--- src/rtl/mdio_pkg.sv ---
`default_nettype none
// ============================================================================
// Module  : mdio_pkg
// Clause 22 MDIO frame constants, FSM state type and field-length helper.
// Revision: 1.0
// ============================================================================
package mdio_pkg;

  localparam logic [1:0] c_st    = 2'b01;
  localparam logic [1:0] c_op_wr = 2'b01;
  localparam logic [1:0] c_op_rd = 2'b10;
  localparam logic [1:0] c_ta_wr = 2'b10;

  localparam int c_hdr_len  = 14;
  localparam int c_data_len = 16;

  typedef enum logic [2:0] {
    IDLE = 3'd0,
    PRE  = 3'd1,
    HDR  = 3'd2,
    TA   = 3'd3,
    DATA = 3'd4
  } state_t;

  // Bit-counter reload value (field length - 1) on entry to a fixed-length field
  function automatic logic [5:0] field_last(input state_t s);
    case (s)
      HDR:     return 6'(c_hdr_len - 1);
      TA:      return 6'd1;
      DATA:    return 6'(c_data_len - 1);
      default: return 6'd0;
    endcase
  endfunction

endpackage
`default_nettype wire

--- src/rtl/mdio_clk_gen.sv ---
`default_nettype none
// ============================================================================
// Module  : mdio_clk_gen
// MDC generator: CLK_DIV clk cycles per half-period, held low while disabled.
// Revision: 1.0
// ============================================================================
module mdio_clk_gen #(
  parameter int CLK_DIV = 10
) (
  input  logic clk,
  input  logic rst_n,
  input  logic en,
  output logic mdc,
  output logic fall,
  output logic rise
);

  localparam logic [7:0] c_last = 8'(CLK_DIV - 1);

  logic [7:0] r_cnt;
  logic       w_half_end;

  always_ff @(posedge clk or negedge rst_n) begin
    if (!rst_n) begin
      r_cnt <= 8'd0;
      mdc   <= 1'b0;
    end else if (!en) begin
      r_cnt <= 8'd0;
      mdc   <= 1'b0;
    end else if (r_cnt == c_last) begin
      r_cnt <= 8'd0;
      mdc   <= ~mdc;
    end else begin
      r_cnt <= r_cnt + 8'd1;
    end
  end

  // Strobes mark the last cycle of a half; the toggle happens on the following edge
  assign w_half_end = en && (r_cnt == c_last);
  assign fall       = w_half_end && mdc;
  assign rise       = w_half_end && !mdc;

endmodule
`default_nettype wire

--- src/rtl/mdio_master.sv ---
`default_nettype none
// ============================================================================
// Module  : mdio_master
// Clause 22 MDIO master; define MDIO_RD_TA_CHECK_EN to add the rd_err TA check.
// Revision: 1.0
// ============================================================================
module mdio_master
  import mdio_pkg::*;
#(
  parameter int CLK_DIV      = 10,
  parameter int PREAMBLE_LEN = 32
) (
  input  logic        clk,
  input  logic        rst_n,
  input  logic [4:0]  phy_add_i,
  input  logic [4:0]  reg_add,
  input  logic [15:0] wr_data,
  input  logic        wren,
  input  logic        rden,
  output logic        busy,
  output logic [15:0] rd_data,
  output logic        rd_valid,
  output logic        mdc,
  output logic        mdio_o,
  output logic        mdio_oe,
`ifdef MDIO_RD_TA_CHECK_EN
  output logic        rd_err,
`endif
  input  logic        mdio_i
);

  localparam logic [5:0] c_pre_last = (PREAMBLE_LEN > 0) ? 6'(PREAMBLE_LEN - 1) : 6'd0;

  state_t      r_state;
  state_t      w_next;
  logic [5:0]  r_bit_cnt;
  logic [31:0] r_shift;
  logic        r_op_wr;
  logic [14:0] r_rd_shift;
  logic        w_en;
  logic        w_fall;
  logic        w_rise_unused;
  logic        w_req;
  logic        w_last_bit;
`ifdef MDIO_RD_TA_CHECK_EN
  logic        r_ta_err;
`endif

  assign w_req      = wren | rden;
  assign w_last_bit = w_fall && (r_bit_cnt == 6'd0);

  mdio_clk_gen #(
    .CLK_DIV (CLK_DIV)
  ) u_clk_gen (
    .clk   (clk),
    .rst_n (rst_n),
    .en    (w_en),
    .mdc   (mdc),
    .fall  (w_fall),
    .rise  (w_rise_unused)
  );

  always_ff @(posedge clk or negedge rst_n) begin
    if (!rst_n) r_state <= IDLE;
    else        r_state <= w_next;
  end

  always_comb begin
    w_next = r_state;
    case (r_state)
      IDLE:    if (w_req)      w_next = (PREAMBLE_LEN > 0) ? PRE : HDR;
      PRE:     if (w_last_bit) w_next = HDR;
      HDR:     if (w_last_bit) w_next = TA;
      TA:      if (w_last_bit) w_next = DATA;
      DATA:    if (w_last_bit) w_next = IDLE;
      default: w_next = IDLE;
    endcase
  end

  always_comb begin
    busy    = (r_state != IDLE);
    w_en    = busy;
    mdio_oe = 1'b0;
    case (r_state)
      PRE, HDR: mdio_oe = 1'b1;
      TA, DATA: mdio_oe = r_op_wr;
      default:  mdio_oe = 1'b0;
    endcase
    mdio_o = 1'b1;
    if (mdio_oe && (r_state != PRE)) mdio_o = r_shift[31];
  end

  // Shift register only moves on falling-edge strobes, so the pad changes at low-half start
  always_ff @(posedge clk or negedge rst_n) begin
    if (!rst_n) begin
      r_bit_cnt  <= 6'd0;
      r_shift    <= 32'd0;
      r_op_wr    <= 1'b0;
      r_rd_shift <= 15'd0;
      rd_data    <= 16'd0;
      rd_valid   <= 1'b0;
`ifdef MDIO_RD_TA_CHECK_EN
      r_ta_err   <= 1'b0;
      rd_err     <= 1'b0;
`endif
    end else begin
      rd_valid <= 1'b0;
`ifdef MDIO_RD_TA_CHECK_EN
      rd_err   <= 1'b0;
`endif
      if (r_state == IDLE) begin
        if (w_req) begin
          r_op_wr   <= wren;
          r_shift   <= {c_st, (wren ? c_op_wr : c_op_rd), phy_add_i, reg_add, c_ta_wr, wr_data};
          r_bit_cnt <= (PREAMBLE_LEN > 0) ? c_pre_last : field_last(HDR);
`ifdef MDIO_RD_TA_CHECK_EN
          r_ta_err  <= 1'b0;
`endif
        end
      end else if (w_fall) begin
        if (r_state != PRE) r_shift <= {r_shift[30:0], 1'b0};
        if (r_bit_cnt == 6'd0) r_bit_cnt <= field_last(w_next);
        else                   r_bit_cnt <= r_bit_cnt - 6'd1;
`ifdef MDIO_RD_TA_CHECK_EN
        if ((r_state == TA) && !r_op_wr && (r_bit_cnt == 6'd0)) r_ta_err <= mdio_i;
`endif
        if ((r_state == DATA) && !r_op_wr) begin
          r_rd_shift <= {r_rd_shift[13:0], mdio_i};
          if (r_bit_cnt == 6'd0) begin
            rd_valid <= 1'b1;
`ifdef MDIO_RD_TA_CHECK_EN
            rd_err   <= r_ta_err;
            rd_data  <= r_ta_err ? 16'hFFFF : {r_rd_shift, mdio_i};
`else
            rd_data  <= {r_rd_shift, mdio_i};
`endif
          end
        end
      end
    end
  end

endmodule
`default_nettype wire

--- config.mk ---
export PLATFORM = sky130hd
export DESIGN_NAME = mdio_master
export DESIGN_NICKNAME = d
export VERILOG_FILES = /design/src/rtl/mdio_pkg.sv /design/src/rtl/mdio_clk_gen.sv /design/src/rtl/mdio_master.sv
export SDC_FILE = /design/constraint.sdc
export NUM_CORES = 1
export LEC_CHECK = 0
export ABC_AREA = 1
export ABC_CLOCK_PERIOD_IN_PS = 1700
export BUFFER_PORTS_ARGS = -buffer_cell sky130_fd_sc_hd__buf_4
export CORE_MARGIN = 3
export CORE_UTILIZATION = 47
export CTS_CLUSTER_SIZE = 25
export DETAILED_ROUTE_END_ITERATION = 10
export PLACE_DENSITY = 0.74
export SYNTH_ARGS = -nofsm -noshare
export SYNTH_HDL_FRONTEND = slang
export SYNTH_SLANG_ARGS = --single-unit
--- constraint.sdc ---
create_clock -name clk -period 1.7 [get_ports clk]
set_input_delay 0.34 -clock clk [delete_from_list [all_inputs] [get_ports clk]]
set_output_delay 0.34 -clock clk [all_outputs]
set_load 0.05 [all_outputs]
==> impl_results.md, run 1 <==
- Status: finished with violations
- Failing checks: negative setup slack
- Clock Latency Late Sink: 0.38 ns
- Worst-Margin Slew: 0.3184 ns
- Worst hold-check slack: 0.1957 ns
- Worst Path Buf+Inv: 3
- Clock buffer depth: 2
- Diodes inserted: 0
- Initial Util: 0.4971
- Clk slew on worst S/H paths: 0.10 ns
- Post-DP HPWL: 5.407 mm
- Clk Tree Root Cell: clkbuf_8
- TritonCTS buffer count: 9
- Initial antenna violation count: 0
- Slew margin rel.: 0.7861
- Met1 Wirelength: 3.996 mm
- Max Slew Vio Count: 0
- Vias per cell: 5.271
- CTS tree: built
- H-tree levels: 3
- Die Y-Extent: 94.76 µm
- Setup crit start kind: flip-flop
- Site row count: 31
- Highest clock rate: 0.5238 GHz
- Period utilization: 1.123
- Clock Skews: 0.01754 ns
- Delay-heaviest family, CP: flip-flops
- Placement Cell Area: 4390 µm²
- Uppermost layer routed: met4
- Max IR drop VDD: 0.0003991 V
- Final hold violations: 0
- CP max-delay cell: dfrtp_1
- Wire length on met3: 587 µm
- Finish-stage setup viols: 20
- First-pass GRT wire length: 14.08 mm
- Clock power share: 0.397
- Post-Syn Instances: 430
- Pwr/cell area: 665.4 nW/µm²
- Max cap viols: 0
- Overall power: 3.442 mW
- Placer Congestion: 0.9348
- TritonCTS Sinks: 83
- Layout area overhead: 39.71%
- Vias in the first global route: 3082
- DR WL/cell: 15.38 µm
- Commonest non-fill, non-tap cells in the layout: 89 x nand2_1, 82 x dfrtp_1, 73 x buf_4
- Synth warn: 0
- Synth cell types: 30
- Die area: 8979 µm²
- PortBufs: 51
- HP Class: input pin to flip-flop
- Post-route setup slack: -0.2090 ns
- Internal Power: 2.575 mW
- Initial drt markers: 184
- CP max FO: 5
- Post-synthesis sequential area ratio: 0.5610
- Mapped Area: 3702 µm²
- Fin area: 5172 µm²
- Crit path DAT: 1.57 ns
- Unrepaired setup endpoints after global routing: true
- Worst setup EP type: output port
- Chip Width: 94.76 µm
- Data required, critical path: 1.36 ns
- P_sw: 0.8669 mW
- Routed wire length: 9.600 mm
- Fill count: 544
- Commonest non-fill, non-tap cell in the layout: nand2_1
- Routed Antenna Nets: 0
- Total GRT Usage: 0.2010
- GRT overflow: 0
- Post-synth net total: 465
- Final net count: 555
- Critical path class: flip-flop to output port
- Sw Share: 0.2519
- Largest stage delay, worst path: 0.41 ns
- Detailed Routing Iterations Pass 1: 4
- WL met2: 4.787 mm
- Placeable Area: 7447 µm²
- Largest net degree at the start of global routing: 35
- Number of I/O pins: 52
- #FFs+latches synth: 83
- Fin crit period: 1.909 ns
- Leakage: 2.481 nW
- CP Cell Sequence: buf_4, inv_1, nor2_2, nand2_2, nand3_4, buf_8
- Mapped Avg Cell Area: 8.610 µm²
- Seq pwr share: 0.573
- DR DRC count: 0
- Routed via count: 3289
- Comb power frac: 0.030
- Layout cells sized above 1: 0.3524
per-layer routing:
layer  vias up  global-route usage
met4         0             0.09856
met5         -                   0
met1      1576              0.2684
li1       1587                   -
met2       107              0.3130
met3        19             0.04064
path summary, 6_finish.rpt:
check / startpoint / cells past startpoint / slack [ns] / endpoint
setup / recovery: r_state[0] / 6 / -0.21 / mdio_o
hold / removal: mdio_i / 3 / 0.20 / r_rd_shift[0]
setup reg to reg: u_clk_gen.r_cnt[1] / 12 / -0.07 / r_bit_cnt[3]
hold reg to reg: rd_data[15] / 2 / 0.50 / rd_data[15]
max in group asynchronous: rst_n / 3 / 0.78 / r_shift[25]
min in group asynchronous: rst_n / 2 / 0.37 / rd_data[5]
power groups by stage:
stage / combinational [mW] / sequential, mW / clock, mW
finish: 0.105 / 1.97 / 1.36
global placement: 0.103 / 2.01 / 0
detailed placement: 0.104 / 2.01 / 0
global route: 0.116 / 1.97 / 1.47
CTS: 0.106 / 1.97 / 1.35
area by class of cell:
cell class,instances,area (µm²),share of cell area
flip-flops and latches,83,2078,0.4018
clock inverters,7,58.81,0.01137
clock buffers,9,123.9,0.02395
repair buffers,96,988.4,0.1911
inverters,41,166.4,0.03217
well taps,99,123.9,0.02395
multi-input cells,288,1624,0.3140
repair inverters,1,8.758,0.001693
cell usage after synthesis:
master    number  share of area
a21oi_1       11          0.015
a22oi_1        1         0.0020
a31oi_1       28          0.047
and3_1         2         0.0034
buf_2          8          0.011
buf_4          3         0.0061
clkbuf_1       7         0.0071
dfrtp_1       83           0.56
ha_1           4          0.014
inv_1         34          0.034
inv_2          7         0.0071
nand2_1      114           0.12
nand2_2        1         0.0017
nand2_4        1         0.0030
nand3_1       15          0.020
nand3_4        1         0.0047
nand4_1        4         0.0068
nor2_1        51          0.052
nor2_2         1         0.0017
nor2_4         4          0.012
nor3_1         4         0.0054
nor3_2         1         0.0027
o211ai_1       1         0.0020
o21a_1         1         0.0020
o21ai_0       21          0.028
o21ai_1       17          0.023
o21ai_2        1         0.0024
or2_2          1         0.0017
xnor2_1        1         0.0024
xor2_1         2         0.0047
worst min-delay path, stage by stage:
cell     delay [ns]
buf_4          0.11
nand2_4        0.05
o21ai_2        0.04
timing repair:
item	4_1_cts	5_1_grt
cloned	1	9
gates resized for setup	10	88
endpoints found under the setup margin	60	75
hold endpoints to repair	17	0
hold buffers	1	0
buffers inserted	7	4
pin swaps	6	5
sequential cells by signal, indices dropped and copies added, names as in the netlist:
| signal | flops |
|---|---|
| r_op_wr | 1 |
| r_rd_shift | 15 |
| rd_valid | 1 |
| r_state | 3 |
| u_clk_gen.mdc | 1 |
| rd_data | 16 |
| r_shift | 32 |
| r_bit_cnt | 6 |
| u_clk_gen.r_cnt | 8 |
metrics by stage:
step                      instances    util  TNS [ns]  setup slack, ns
after floorplan                 430       -         0         0.001018
after global placement          586  0.5896         0          0.05162
after detailed placement        586  0.5896   -0.3448         -0.04008
after CTS                       611  0.6314   -0.3915          -0.1762
after global routing            624  0.6946    -6.517          -0.3100
final                           624  0.6946   -0.9025          -0.2090
cells by family after synthesis:
family,after synthesis,share of synthesized area
AO/OA/AOI/OAI,81,0.1220
XOR/XNOR,3,0.007098
adder cells (fa/ha/maj),4,0.01352
buffers and inverters,59,0.06556
flip-flops,83,0.5610
AND/OR/NAND/NOR,200,0.2308
Note: power is estimated with default switching activity, not from simulation.
==> inputs of run 2 (changes only) <==
CELL_PAD_IN_SITES_DETAIL_PLACEMENT = 0   (was unset)
CELL_PAD_IN_SITES_GLOBAL_PLACEMENT = 1   (was unset)
CORE_MARGIN = unset   (was 3)
CORE_UTILIZATION = 39   (was 47)
PLACE_DENSITY = 0.8   (was 0.74)
==> run 2 against run 1 <==
Net effect: the run ends with negative hold slack, negative setup slack left; utilization down 13 points; hold slack worse by 0.21 ns; power up 6.3%; setup slack better by 0.0063 ns; critical path type unchanged.
==> impl_results.md, run 2 (synthesis results as in run 1) <==
- Finish-stage setup viols: 68 (was 20)
- TritonCTS Sinks: 83 (unchanged)
- Placeable Area: 9196 µm² (was 7447 µm²)
- Initial Util: 0.4026 (was 0.4971)
- CTS tree: built (unchanged)
- Worst setup EP type: output port (unchanged)
- Site row count: 35 (was 31)
- First-pass GRT wire length: 14.12 mm (was 14.08 mm)
- Initial drt markers: 136 (was 184)
- Post-layout util: 0.5626 (was 0.6946)
- Diodes inserted: 0 (unchanged)
- Internal Power: 2.857 mW (was 2.575 mW)
- Biggest regs: r_shift (32), rd_data (16), r_rd_shift (15) (unchanged)
- Routed wire length: 8.487 mm (was 9.600 mm)
- Die area: 9886 µm² (was 8979 µm²)
- Total GRT Usage: 0.1814 (was 0.2010)
- Layout area overhead: 39.74% (was 39.71%)
- Number of I/O pins: 52 (unchanged)
- Clock buffer depth: 2 (unchanged)
- Fill count: 830 (was 544)
- Clock Skews: 0.01188 ns (was 0.01754 ns)
- Initial antenna violation count: 0 (unchanged)
- DR WL/cell: 13.37 µm (was 15.38 µm)
- Clk Tree Root Cell: clkbuf_8 (unchanged)
- Unrepaired setup endpoints after global routing: true (unchanged)
- Chip Width: 99.43 µm (was 94.76 µm)
- Die Y-Extent: 99.43 µm (was 94.76 µm)
- Slew margin rel.: 0.7106 (was 0.7861)
- Clock power share: 0.435 (was 0.397)
- Setup TNS: -3.408 ns (was -0.9025 ns)
- HP Class: input pin to async pin (was input pin to flip-flop)
- GRT overflow: 0 (unchanged)
- Vias per cell: 5.066 (was 5.271)
- Routed Antenna Nets: 0 (unchanged)
- Worst hold-check slack: -0.01209 ns (was 0.1957 ns)
- Period utilization: 1.119 (was 1.123)
- Post-route setup slack: -0.2027 ns (was -0.2090 ns)
- Routed via count: 3217 (was 3289)
- Commonest non-fill, non-tap cells in the layout: 92 x nand2_1, 82 x dfrtp_1, 76 x buf_4 (was 89 x nand2_1, 82 x dfrtp_1, 73 x buf_4)
- Max IR drop VDD: 0.0004591 V (was 0.0003991 V)
- Critical path class: flip-flop to output port (unchanged)
- P_sw: 0.8009 mW (was 0.8669 mW)
- Placer Congestion: 0.7811 (was 0.9348)
- Leakage: 2.428 nW (was 2.481 nW)
- Worst-Margin Slew: 0.4341 ns (was 0.3184 ns)
- H-tree levels: 3 (unchanged)
- Data required, critical path: 1.36 ns (about the same)
- Post-DP HPWL: 4.926 mm (was 5.407 mm)
- Setup crit start kind: flip-flop (unchanged)
- Clock Latency Late Sink: 0.36 ns (was 0.38 ns)
- Max cap viols: 0 (unchanged)
- Commonest non-fill, non-tap cell in the layout: nand2_1 (unchanged)
- Clk slew on worst S/H paths: 0.09 ns (was 0.10 ns)
- PortBufs: 51 (unchanged)
- Status: finished with violations (unchanged)
- Vias in the first global route: 3085 (was 3082)
- Seq pwr share: 0.539 (was 0.573)
- DR DRC count: 0 (unchanged)
- Most flop-heavy register: r_shift (unchanged)
- Crit path DAT: 1.56 ns (was 1.57 ns)
- Final hold violations: 8 (was 0)
- Final net count: 554 (was 555)
- Detailed Routing Iterations Pass 1: 4 (unchanged)
- TritonCTS buffer count: 9 (unchanged)
- CP max FO: 3 (was 5)
- Comb power frac: 0.026 (was 0.030)
- Pwr/cell area: 706.9 nW/µm² (was 665.4 nW/µm²)
- Number of flip-flops in the largest register: 32 (unchanged)
- Fin crit period: 1.903 ns (was 1.909 ns)
- Largest net degree at the start of global routing: 84 (was 35)
- Layout cells sized above 1: 0.3454 (was 0.3524)
- Highest clock rate: 0.5256 GHz (was 0.5238 GHz)
- Failing checks: negative hold slack, negative setup slack (was negative setup slack)
- Sw Share: 0.2190 (was 0.2519)
- Max Slew Vio Count: 0 (unchanged)
## run 2: cell count changes in the layout (fill, tap and decap cells not counted), sizes merged
cell | before | now
buf | 87 | 93
bufinv | 0 | 2
clkbuf | 16 | 11
clkinv | 3 | 1
clkinvlp | 2 | 3
dlygate4sd3 | 1 | 0
inv | 44 | 42
## run 2: power by group through the flow
| stage | Sequential, mW | Clock, mW | Combinational [mW] |
|---|---|---|---|
| 3_3_place_gp | 2.01 | 0 | 0.0998 |
| 3_5_place_dp | 2.01 | 0 | 0.0998 |
| 4_1_cts | 1.97 | 1.62 | 0.0999 |
| 5_1_grt | 1.97 | 1.73 | 0.109 |
| 6_report | 1.97 | 1.59 | 0.0953 |
## run 2: path summary, 6_finish.rpt
path,cells past startpoint,slack (ns),to,startpoint
max reg2reg,11,-0.09,r_shift[31],r_state[1]
min reg2reg,2,0.49,r_rd_shift[8],r_rd_shift[7]
min in group clk,3,0.20,r_rd_shift[0],mdio_i
min,2,-0.01,r_rd_shift[3],rst_n
max in group asynchronous,2,1.34,r_state[2],rst_n
max,7,-0.20,mdio_o,r_state[1]
## run 2: cell type report
| class | instances | area [µm²] | share of cell area |
|---|---|---|---|
| Sequential cell | 83 | 2078 | 0.4017 |
| Multi-Input combinational cell | 288 | 1587 | 0.3067 |
| Timing Repair Buffer | 96 | 984.7 | 0.1903 |
| Inverter | 41 | 161.4 | 0.03120 |
| Tap cell | 111 | 138.9 | 0.02684 |
| Clock buffer | 9 | 123.9 | 0.02394 |
| Clock inverter | 7 | 100.1 | 0.01935 |
## run 2: per-layer routing
| metal | vias up | wire length, µm | global-route usage |
|---|---|---|---|
| met5 | - | 0 | 0 |
| met2 | 74 | 4245 | 0.3013 |
| li1 | 1574 | - | - |
| met4 | 0 | 60 | 0.04751 |
| met1 | 1564 | 3814 | 0.2350 |
| met3 | 5 | 366 | 0.04919 |
## run 2: worst max-delay path: stages (launching register included)
cell     delay [ns]
dfrtp_1        0.42
nor2_4         0.16
inv_2          0.07
nor2_4         0.09
nor2_2         0.05
nor2_4         0.15
nand3_4        0.09
buf_8          0.16
## run 2: metrics by stage
step	worst slack (ns)	power (mW)	instances	cell area, µm²
floorplan	0.001018	2.012	430	3730
global placement	0.02054	2.111	597	4398
detailed placement	-0.02129	2.111	597	4398
CTS	-0.2105	3.692	623	4853
global route	-0.2788	3.808	635	5174
finish	-0.2027	3.657	635	5174
## run 2: repair_timing
| item | in CTS | in global routing |
|---|---|---|
| cloned | 4 | 3 |
| gates resized for setup | 19 | 72 |
| hold buffers | 0 | 0 |
| buffers inserted | 6 | 9 |
| pin swaps | 8 | 9 |
| endpoints found under the setup margin | 10 | 69 |
